**src/rtl/lnvd_fft_sched.sv**
```systemverilog
// lnvd_fft_sched: captures one 4-channel sample set per strobe and serializes
// it (channel 0..3) onto a valid/ready stream for the shared FFT core.
// Words carry the channel number and frame start/end markers; sample sets
// that arrive while the previous set is still draining are dropped and
// recorded in a sticky overflow flag.
module lnvd_fft_sched #(
    parameter int DATA_W    = 12,
    parameter int FRAME_LEN = 256
) (
    input  logic                         clk,
    input  logic                         rst_n,
    input  logic                         enable,
    input  logic                         smp_valid,
    input  logic [DATA_W-1:0]            smp_in1,
    input  logic [DATA_W-1:0]            smp_in2,
    input  logic [DATA_W-1:0]            smp_in3,
    input  logic [DATA_W-1:0]            smp_in4,
    output logic                         smp_ready,
    output logic                         fft_valid,
    input  logic                         fft_ready,
    output logic [DATA_W-1:0]            fft_data,
    output logic [1:0]                   fft_ch,
    output logic                         fft_sof,
    output logic                         fft_eof,
    output logic                         overflow,
    input  logic                         overflow_clr,
    output logic [$clog2(FRAME_LEN)-1:0] smp_idx
);

    localparam int IDX_W = $clog2(FRAME_LEN);

    typedef enum logic [0:0] {
        ST_IDLE = 1'b0,
        ST_SEND = 1'b1
    } state_e;

    state_e                   state_q, state_d;
    logic [1:0]               ch_q, ch_d;
    logic [IDX_W-1:0]         idx_q, idx_d;
    logic [3:0][DATA_W-1:0]   hold_q, hold_d;
    logic                     ovf_q, ovf_d;
    logic                     rdy_q, rdy_d;
    logic                     capture_s;
    logic                     drop_s;

    // Capture and drop qualifiers; smp_valid with enable low is ignored entirely.
    always_comb begin
        capture_s = smp_valid & rdy_q & enable;
        drop_s    = smp_valid & ~rdy_q & enable;
    end

    // Next-state logic: sequencing FSM, channel counter, sample index, holding register.
    always_comb begin
        state_d = state_q;
        ch_d    = ch_q;
        idx_d   = idx_q;
        hold_d  = hold_q;
        case (state_q)
            ST_IDLE: begin
                if (capture_s) begin
                    hold_d  = {smp_in4, smp_in3, smp_in2, smp_in1};
                    ch_d    = 2'd0;
                    state_d = ST_SEND;
                end else if (!enable) begin
                    // Disabled idle restarts the frame so the next capture carries sof.
                    idx_d = {IDX_W{1'b0}};
                end else begin
                    state_d = ST_IDLE;
                end
            end
            ST_SEND: begin
                if (fft_ready) begin
                    if (ch_q == 2'd3) begin
                        // Power-of-two frame length: natural wrap gives modulo FRAME_LEN.
                        idx_d   = idx_q + IDX_W'(1);
                        ch_d    = 2'd0;
                        state_d = ST_IDLE;
                    end else begin
                        ch_d = ch_q + 2'd1;
                    end
                end else begin
                    state_d = ST_SEND;
                end
            end
            default: begin
                state_d = ST_IDLE;
                ch_d    = 2'd0;
            end
        endcase
    end

    // Sticky overflow: a drop in the same cycle as a clear keeps the flag set.
    always_comb begin
        if (drop_s) begin
            ovf_d = 1'b1;
        end else if (overflow_clr) begin
            ovf_d = 1'b0;
        end else begin
            ovf_d = ovf_q;
        end
    end

    // smp_ready is registered from the next state so it is low for all of SEND.
    always_comb begin
        rdy_d = (state_d == ST_IDLE) & enable;
    end

    // State and datapath registers with asynchronous active-low reset.
    always_ff @(posedge clk or negedge rst_n) begin
        if (!rst_n) begin
            state_q <= ST_IDLE;
            ch_q    <= 2'd0;
            idx_q   <= {IDX_W{1'b0}};
            hold_q  <= '0;
            ovf_q   <= 1'b0;
            rdy_q   <= 1'b0;
        end else begin
            state_q <= state_d;
            ch_q    <= ch_d;
            idx_q   <= idx_d;
            hold_q  <= hold_d;
            ovf_q   <= ovf_d;
            rdy_q   <= rdy_d;
        end
    end

    // Stream outputs decoded from registered state only (no path from fft_ready/smp_valid).
    always_comb begin
        fft_valid = 1'b0;
        fft_data  = {DATA_W{1'b0}};
        fft_ch    = 2'd0;
        fft_sof   = 1'b0;
        fft_eof   = 1'b0;
        if (state_q == ST_SEND) begin
            fft_valid = 1'b1;
            fft_data  = hold_q[ch_q];
            fft_ch    = ch_q;
            fft_sof   = (ch_q == 2'd0) & (idx_q == {IDX_W{1'b0}});
            fft_eof   = (ch_q == 2'd3) & (idx_q == IDX_W'(FRAME_LEN - 1));
        end else begin
            fft_valid = 1'b0;
        end
    end

    assign smp_ready = rdy_q;
    assign overflow  = ovf_q;
    assign smp_idx   = idx_q;

endmodule

```
**config.mk**
```make
export PLATFORM = sky130hd
export DESIGN_NAME = lnvd_fft_sched
export DESIGN_NICKNAME = d
export VERILOG_FILES = /design/src/rtl/lnvd_fft_sched.sv
export SDC_FILE = /design/constraint.sdc
export NUM_CORES = 1
export LEC_CHECK = 0
export CAP_MARGIN = 10
export CELL_PAD_IN_SITES_DETAIL_PLACEMENT = 2
export CELL_PAD_IN_SITES_GLOBAL_PLACEMENT = 2
export CORE_UTILIZATION = 42
export CTS_CLUSTER_SIZE = 28
export DETAILED_ROUTE_END_ITERATION = 6
export DONT_BUFFER_PORTS = 1
export PLACE_DENSITY = 0.75
export SYNTH_ARGS = -nofsm -noshare
export SYNTH_HDL_FRONTEND = slang
export SYNTH_SLANG_ARGS = --single-unit
export TNS_END_PERCENT = 1
```
**constraint.sdc**
```tcl
create_clock -name clk -period 2.1 [get_ports clk]
set_input_delay 0.21 -clock clk [delete_from_list [all_inputs] [get_ports clk]]
set_output_delay 0.21 -clock clk [all_outputs]
set_load 0.05 [all_outputs]
```
==> results of run 1 <==
==> metal layers <==
metal  track usage (%)  share of wire, %
met5                 0                 0
met4             9.242               2.1
met3             5.143               4.6
met2             37.30                54
met1             25.38                39
==> cell families (layout without fill, tap and decap cells) <==
kind of cell / after synthesis / count (layout) / synth area share, %
buf+inv: 21 / 49 / 4.063
compound gates: 19 / 19 / 3.896
simple gates: 55 / 55 / 11.35
mux: 60 / 60 / 27.90
flops: 61 / 61 / 51.11
fa+ha+maj: 4 / 4 / 1.676
==> cells in the mapped netlist, types with 2 or more instances <==
| cell type | n | area [sq um] |
|---|---|---|
| dfrtp_1 | 61 | 1526 |
| mux2_2 | 42 | 473.0 |
| and2_1 | 14 | 87.58 |
| nand2_1 | 10 | 37.54 |
| buf_2 | 8 | 40.04 |
| nand3_1 | 7 | 35.03 |
| a31oi_1 | 6 | 37.54 |
| inv_1 | 6 | 22.52 |
| mux2_1 | 6 | 67.56 |
| mux4_1 | 6 | 157.7 |
| mux4_2 | 6 | 135.1 |
| nand4_1 | 5 | 31.28 |
| o21ai_0 | 5 | 25.02 |
| ha_1 | 4 | 50.05 |
| nand2b_1 | 3 | 18.77 |
| a21oi_1 | 2 | 10.01 |
| and3_1 | 2 | 12.51 |
| and4_1 | 2 | 17.52 |
| buf_4 | 2 | 15.01 |
| clkbuf_1 | 2 | 7.510 |
| nand3b_1 | 2 | 15.01 |
| nor4b_1 | 2 | 17.52 |
| o22ai_1 | 2 | 12.51 |
==> cell type report <==
class                      instances  share of cell area (%)
tap                               96                   3.385
sequential                        61                   43.02
timing repair buffer              28                   9.168
multi-input combinational        138                   38.58
clock buffer                      12                   4.654
clock inverter                     3                  0.5642
inverter                           6                  0.6347
==> what timing repair did <==
item / in CTS / in global routing
hold endpoints to repair: 63 / 0
hold buffers: 4 / 0
gates resized for setup: 0 / 3
setup endpoints to repair: 0 / 4
==> placed cells by master (no fill, tap or decap), types with 3 or more instances in the layout <==
cell,synthesis,final
buf_12,1,7
o21ai_0,5,5
buf_4,2,17
mux2_1,6,6
ha_1,4,3
nand2_1,10,10
mux4_1,6,6
mux4_2,6,6
nand3_1,7,7
inv_1,6,6
a31oi_1,6,6
dlygate4sd3_1,0,3
and2_1,14,13
dfrtp_1,61,61
nand4_1,5,5
clkbuf_8,0,12
nand2b_1,3,3
mux2_2,42,42
==> worst register-to-register path: stages, from the launching register on <==
cell	delay (ps)
dfrtp_1	360
buf_4	230
ha_2	310
nand4_1	230
or4_1	540
nand3_1	110
==> per-stage QoR <==
step	util (%)	cells	setup TNS [ps]	power (mW)
floorplan	-	220	-245.9	3.840
global placement	48.24	325	0	4.408
detailed placement	48.24	325	0	4.604
CTS	51.79	344	0	5.639
global route	51.94	344	0	5.884
finish	51.94	344	0	5.566
==> report_power, final <==
part	switching (mW)	internal [mW]
Clock	0.458	0.517
Sequential	0.295	1.67
Combinational	1.42	1.20
==> registers in the layout, summed over array words and instances (netlist names) <==
| register | flops |
|---|---|
| smp_ready | 1 |
| state_q | 1 |
| hold_q | 48 |
| ch_q | 2 |
| smp_idx | 8 |
| overflow | 1 |
==> worst paths after layout <==
check,from,slack (ps),depth (start not counted),to
worst min-delay path,smp_valid,20,2,overflow
worst max register to register,ch_q[0],250,5,smp_idx[5]
worst min register to register,hold_q[43],510,1,hold_q[43]
max in group asynchronous,rst_n,1440,2,hold_q[35]
min in group asynchronous,rst_n,400,2,overflow
worst max-delay path,ch_q[0],80,3,fft_data[5]
==> results.txt, run 1 <==
----------------------------------------------------
[Clock tree]
  Setup Buffers After CTS ... 0
  Clock Latency Late Sink ... 330 ps
  Clock edge transition at the registers on the reported setup and hold paths ... ~70 ps
  Number of buffers added by the clock tree synthesis step ... 9
  H-Tree Depth ... 3
  Clock tree from TritonCTS ... yes
  CTS Sinks ... approximately 60
  Root Buffer ... clkbuf_8
  Number of buffers on the longest clock path ... 2

[Detailed routing]
  DRC violations left ... 0
  Mean number of vias per cell ... 5.552
  Number of nets still failing antenna checks after routing ... 0
  Overall via count from detail_route ... approximately 1900
  Detailed Route Iter0 Violations ... 40
  Avg WL per Cell ... approximately 21 microns
  Detailed Routing Iterations Pass 1 ... 3
  Total detailed-routing wirelength ... around 7.3 mm

[STA]
  Final worst-path setup slack ... 81.71 ps
  Post-route clock skew ... 10.59 ps
  Maximum clock frequency ... around 500 MHz
  Slew at the pin closest to its max-slew limit ... between 500 and 600 ps
  Minimum clock period ... slightly above 2000 ps
  # setup viols final ... 0
  Max-slew headroom ... between 60 and 70%
  Tcrit/Tclk final ... 96.11%
  Hold Violations, Final ... 0
  Worst Hold Margin ... between 15 and 20 ps
  Unrepaired setup endpoints after global routing ... false
  Count of pins over their slew limit ... 0

[Floorplanning]
  Die outline width ... around 86 microns
  Floorplan core area ... about 7000 sq um
  Boundary Pins ... 81
  Die boundary height ... 86.33 microns
  Initial core utilization ... 43.72%
  Total die area ... approximately 7500 sq um
  Site Rows ... 30

[Synthesis]
  Mapped Area ... approximately 3000 sq um
  Leading register cell type out of synthesis ... dfrtp_1
  Post-synth cell types ... 38
  Share of async-settable or async-resettable flops after synthesis ... 100.0%
  Flops & latches, synth ... between 60 and 70
  Synthesis warning total ... 0
  Number of enable-type register cells in the synthesized netlist ... 0
  Post-synthesis average cell area ... ~14 sq um
  Gate Count Post-Synth ... 220
  Synthesized Nets ... 278
  Post-synthesis sequential area ratio ... around half

[Finish]
  Filler cell count ... about 650
  Area occupied by multi-input gates ... around 1400 sq um
  Post-layout nets ... around 300
  Sequential standard cell area ... around 1500 sq um
  Design area ... 3548 sq um
  Layout cell share with drive strength beyond 1 ... a little under two fifths
  Area Growth Syn to Fin ... 18.81%
  Ant. Diodes ... 0

[Placement]
  Estimated wirelength of the detail-placed design ... about 5.1 mm
  # port buffers ... 0
  Routability congestion estimate ... 0.8007
  Pre-CTS worst setup slack ... ~210 ps
  Area after detailed placement ... 3296 sq um

[Power and ir drop]
  Worst supply voltage drop on vdd ... about 0.76 mV
  Power per standard cell area ... about 1600 nW/um^2
  Leak pwr ... 1.572 nW

[Hold path]
  Path class of the lowest-slack min-delay path ... in2reg

[Worst setup path]
  Slowest stage cell, crit path ... mux4_2
  Bufs and invs on worst path ... 1
  Ordered cell list for the critical path ... buf_4 > mux4_2 > and2_1
  Startpoint types ... flip-flop
  Critical path's largest stage delay ... 530 ps
  CP Data Required Time ... approximately 1900 ps
  Critical path data arrival time ... ~1800 ps
  Family of cells with the greatest summed delay on the critical path ... multiplexers
  CP max FO ... 12
  Capturing element type of the critical path ... output pin
  Worst setup path class ... reg2out

[Global routing]
  Total track usage ... between 20% and 30%
  Vias in the first global route ... around 2200
  Number of antenna violations at the first check in global routing ... 0
  Largest net degree at the start of global routing ... 62
  First-pass GRT wire length ... approximately 12 mm
  Sum of overflow across all layers after global routing ... 0

[Outcome]
  Outcome ... completed

[Run]
  Max-Cap Viols ... 0

----------------------------------------------------
No activity file was read; power rests on OpenSTA's default activity.
==> inputs of run 2 (changes only) <==
- SETUP_SLACK_MARGIN: default -> 0.5
==> run 2 against run 1 <==
  * The flow now finishes with violations (negative hold slack)
  * Final area is 3.0% lower
  * Flip-flop and latch count stayed put
  * Via count is 1.5% lower
  * Critical endpoint is now fft_sof
  * Largest power group unchanged
  * Clock-buffer cell count is 1 lower
  * Core utilization is 1.6 points lower
==> results.txt, run 2 (synthesized netlist as in run 1, its figures left out) <==
----------------------------------------------------
[Finish]
  Final Non-Filler Cells ... 334 (-2.9%)
  Post-layout nets ... 292 (-3.3%)
  Leading cell type in the layout, fill and taps excluded ... dfrtp_1
  Number of flip-flops in the largest register ... 48 (unchanged)
  Most flop-heavy register ... hold_q
  Sequential standard cell area ... 1534 sq um (+0.49%)
  Area Growth Syn to Fin ... 15.25%
  Filler cell count ... 674 (+3.2%)
  Ant. Diodes ... 0 (unchanged)
  Most frequent cells in the layout ... dfrtp_1, mux2_2, and2_1, buf_4, clkbuf_8
  Layout cell share with drive strength beyond 1 ... 37.82% (-0.49 points)
  Area occupied by multi-input gates ... 1391 sq um (+1.6%)

[Floorplanning]
  Site Rows ... 30 (unchanged)
  Total die area ... 7452 sq um (unchanged)
  Initial core utilization ... 43.72% (unchanged)
  Boundary Pins ... 81 (unchanged)
  Die outline width ... 86.33 microns (unchanged)
  Die boundary height ... 86.33 microns (unchanged)
  Floorplan core area ... 6832 sq um (unchanged)

[Worst setup path]
  Worst setup path class ... reg2out
  CP Data Required Time ... 1890 ps (about the same)
  Startpoint types ... flip-flop
  CP max FO ... 6 (-6)
  Critical path's largest stage delay ... 590 ps (+60 ps)
  Ordered cell list for the critical path ... nor4b_4 > nand3b_1 > nor4b_4 > buf_12
  Capturing element type of the critical path ... output pin
  Bufs and invs on worst path ... 1 (unchanged)
  Slowest stage cell, crit path ... dfrtp_4
  Cell repeated most along the worst path ... nor4b_4
  Critical path data arrival time ... 1820 ps (about the same)
  Family of cells with the greatest summed delay on the critical path ... simple AND/OR/NAND/NOR gates

[Hold path]
  Path class of the lowest-slack min-delay path ... in2async

[Detailed routing]
  Total detailed-routing wirelength ... 7.309 mm (+0.51%)
  Detailed Routing Iterations Pass 1 ... 4 (+1)
  Overall via count from detail_route ... 1882 (-1.5%)
  Number of nets still failing antenna checks after routing ... 0 (unchanged)
  Mean number of vias per cell ... 5.635 (+1.5%)
  Avg WL per Cell ... 21.88 microns (+3.5%)
  DRC violations left ... 0 (unchanged)
  Detailed Route Iter0 Violations ... 73 (+83%)

[Global routing]
  Total track usage ... 21.38% (-0.059 points)
  Sum of overflow across all layers after global routing ... 0 (unchanged)
  Vias in the first global route ... 2187 (-1.4%)
  Largest net degree at the start of global routing ... 62 (unchanged)
  Number of antenna violations at the first check in global routing ... 0 (unchanged)
  First-pass GRT wire length ... 11.68 mm (-1.8%)

[STA]
  Post-route clock skew ... 6.484 ps (-4.110 ps)
  Slew at the pin closest to its max-slew limit ... 522.8 ps (+6.764 ps)
  Max-slew headroom ... 65.39% (-0.45 points)
  Maximum clock frequency ... 492.4 MHz (-0.62%)
  Setup_tns ... 0 ps (unchanged)
  Count of pins over their slew limit ... 0 (unchanged)
  Final worst-path setup slack ... 69.08 ps (-12.63 ps)
  Tcrit/Tclk final ... 96.71% (+0.60 points)
  # setup viols final ... 0 (unchanged)
  Unrepaired setup endpoints after global routing ... true
  Worst Hold Margin ... -431.2 ps (-451.0 ps)
  Minimum clock period ... 2031 ps (+12.63 ps)
  Hold Violations, Final ... 61 (+61)

[Outcome]
  Outcome ... finished with violations
  Failing checks ... negative hold slack

[Power and ir drop]
  Worst supply voltage drop on vdd ... 0.6810 mV (-10%)
  Power, Total ... 5.379 mW (-3.3%)
  Leak pwr ... 1.535 nW (-2.4%)
  Power per standard cell area ... 1563 nW/um^2 (-0.36%)

[Placement]
  Routability congestion estimate ... 0.7936 (-0.89%)
  # port buffers ... 0 (unchanged)
  Pre-CTS worst setup slack ... 235.0 ps (+24.19 ps)
  Estimated wirelength of the detail-placed design ... 5.274 mm (+3.3%)
  Placed Instances ... 318 (-2.2%)

[Clock tree]
  Number of buffers on the longest clock path ... 2 (unchanged)
  CTS Sinks ... 61 (unchanged)
  H-Tree Depth ... 3 (unchanged)
  Count of hold buffers inserted by post-cts repair ... 1 (-3)
  Clock edge transition at the registers on the reported setup and hold paths ... 70 ps (about the same)
  Root Buffer ... clkbuf_8
  Number of buffers added by the clock tree synthesis step ... 9 (unchanged)
  Clock Latency Late Sink ... 330 ps (about the same)
  Clock tree from TritonCTS ... yes

[Run]
  Max-Cap Viols ... 0 (unchanged)

----------------------------------------------------
==> run 2: cell types whose count changed in the layout (fill, tap and decap cells not counted), moves of 2 or more <==
cell and delta:
buf_4 -3, nor4b_4 +2, dfrtp_1 -4, dlygate4sd3_1 -2, nor4b_2 -2, buf_12 -4
dfrtp_2 +3
==> run 2: final timing paths <==
kind / slack [ps] / end / cells after the start / startpoint
min in group clk: 20 / hold_q[37] / 1 / smp_in4[1]
worst max register to register: 350 / smp_idx[5] / 5 / ch_q[0]
worst max-delay path: 70 / fft_sof / 4 / smp_idx[6]
worst min-delay path: -430 / smp_ready / 0 / rst_n
max in group asynchronous: 2390 / smp_idx[6] / 0 / rst_n
worst min register to register: 500 / hold_q[39] / 1 / hold_q[39]
==> run 2: area by class of cell <==
type                            count  area share, %
Sequential cell                    61          44.57
Multi-Input combinational cell    138          40.42
Timing Repair Buffer               18          5.089
Clock buffer                       11          4.398
Tap cell                           96          3.490
Clock inverter                      4          1.381
Inverter                            6         0.6543
==> run 2: per-layer routing <==
| metal | GRT usage, % | up-vias | part of all wire (%) |
|---|---|---|---|
| li1 | - | 834 | - |
| met1 | 23.87 | 993 | 39 |
| met2 | 39.11 | 49 | 55 |
| met3 | 6.667 | 6 | 4.8 |
| met4 | 6.212 | 0 | 1.0 |
| met5 | 0 | - | 0 |
==> run 2: what timing repair did <==
item / CTS / global route
pin swaps: 3 / 0
resized for setup: 3 / 0
endpoints found under the setup margin: 68 / 70
hold endpoints to repair: 62 / 61
cloned: 0 / 0
setup buffers: 0 / 0
==> run 2: where the power goes <==
group | internal, mW | switching [mW] | total, mW
combinational | 0.989 | 1.34 | 2.33
sequential | 1.68 | 0.318 | 2.00
clock | 0.602 | 0.448 | 1.05
total | 3.27 | 2.11 | 5.38
==> run 2: worst register-to-register path: cells and delay by family (launching register included) <==
family | cells | cell delay, ps
AND/OR/NAND/NOR | 3 | 860
flip-flops | 1 | 350
adder cells (fa/ha/maj) | 1 | 300
buffers and inverters | 1 | 190
==> run 2: stage by stage <==
stage	area, sq um	util (%)
after global routing	3442	50.38
after global placement	3219	47.12
after CTS	3442	50.38
after detailed placement	3219	47.12
final	3442	50.38
after floorplan	3030	-
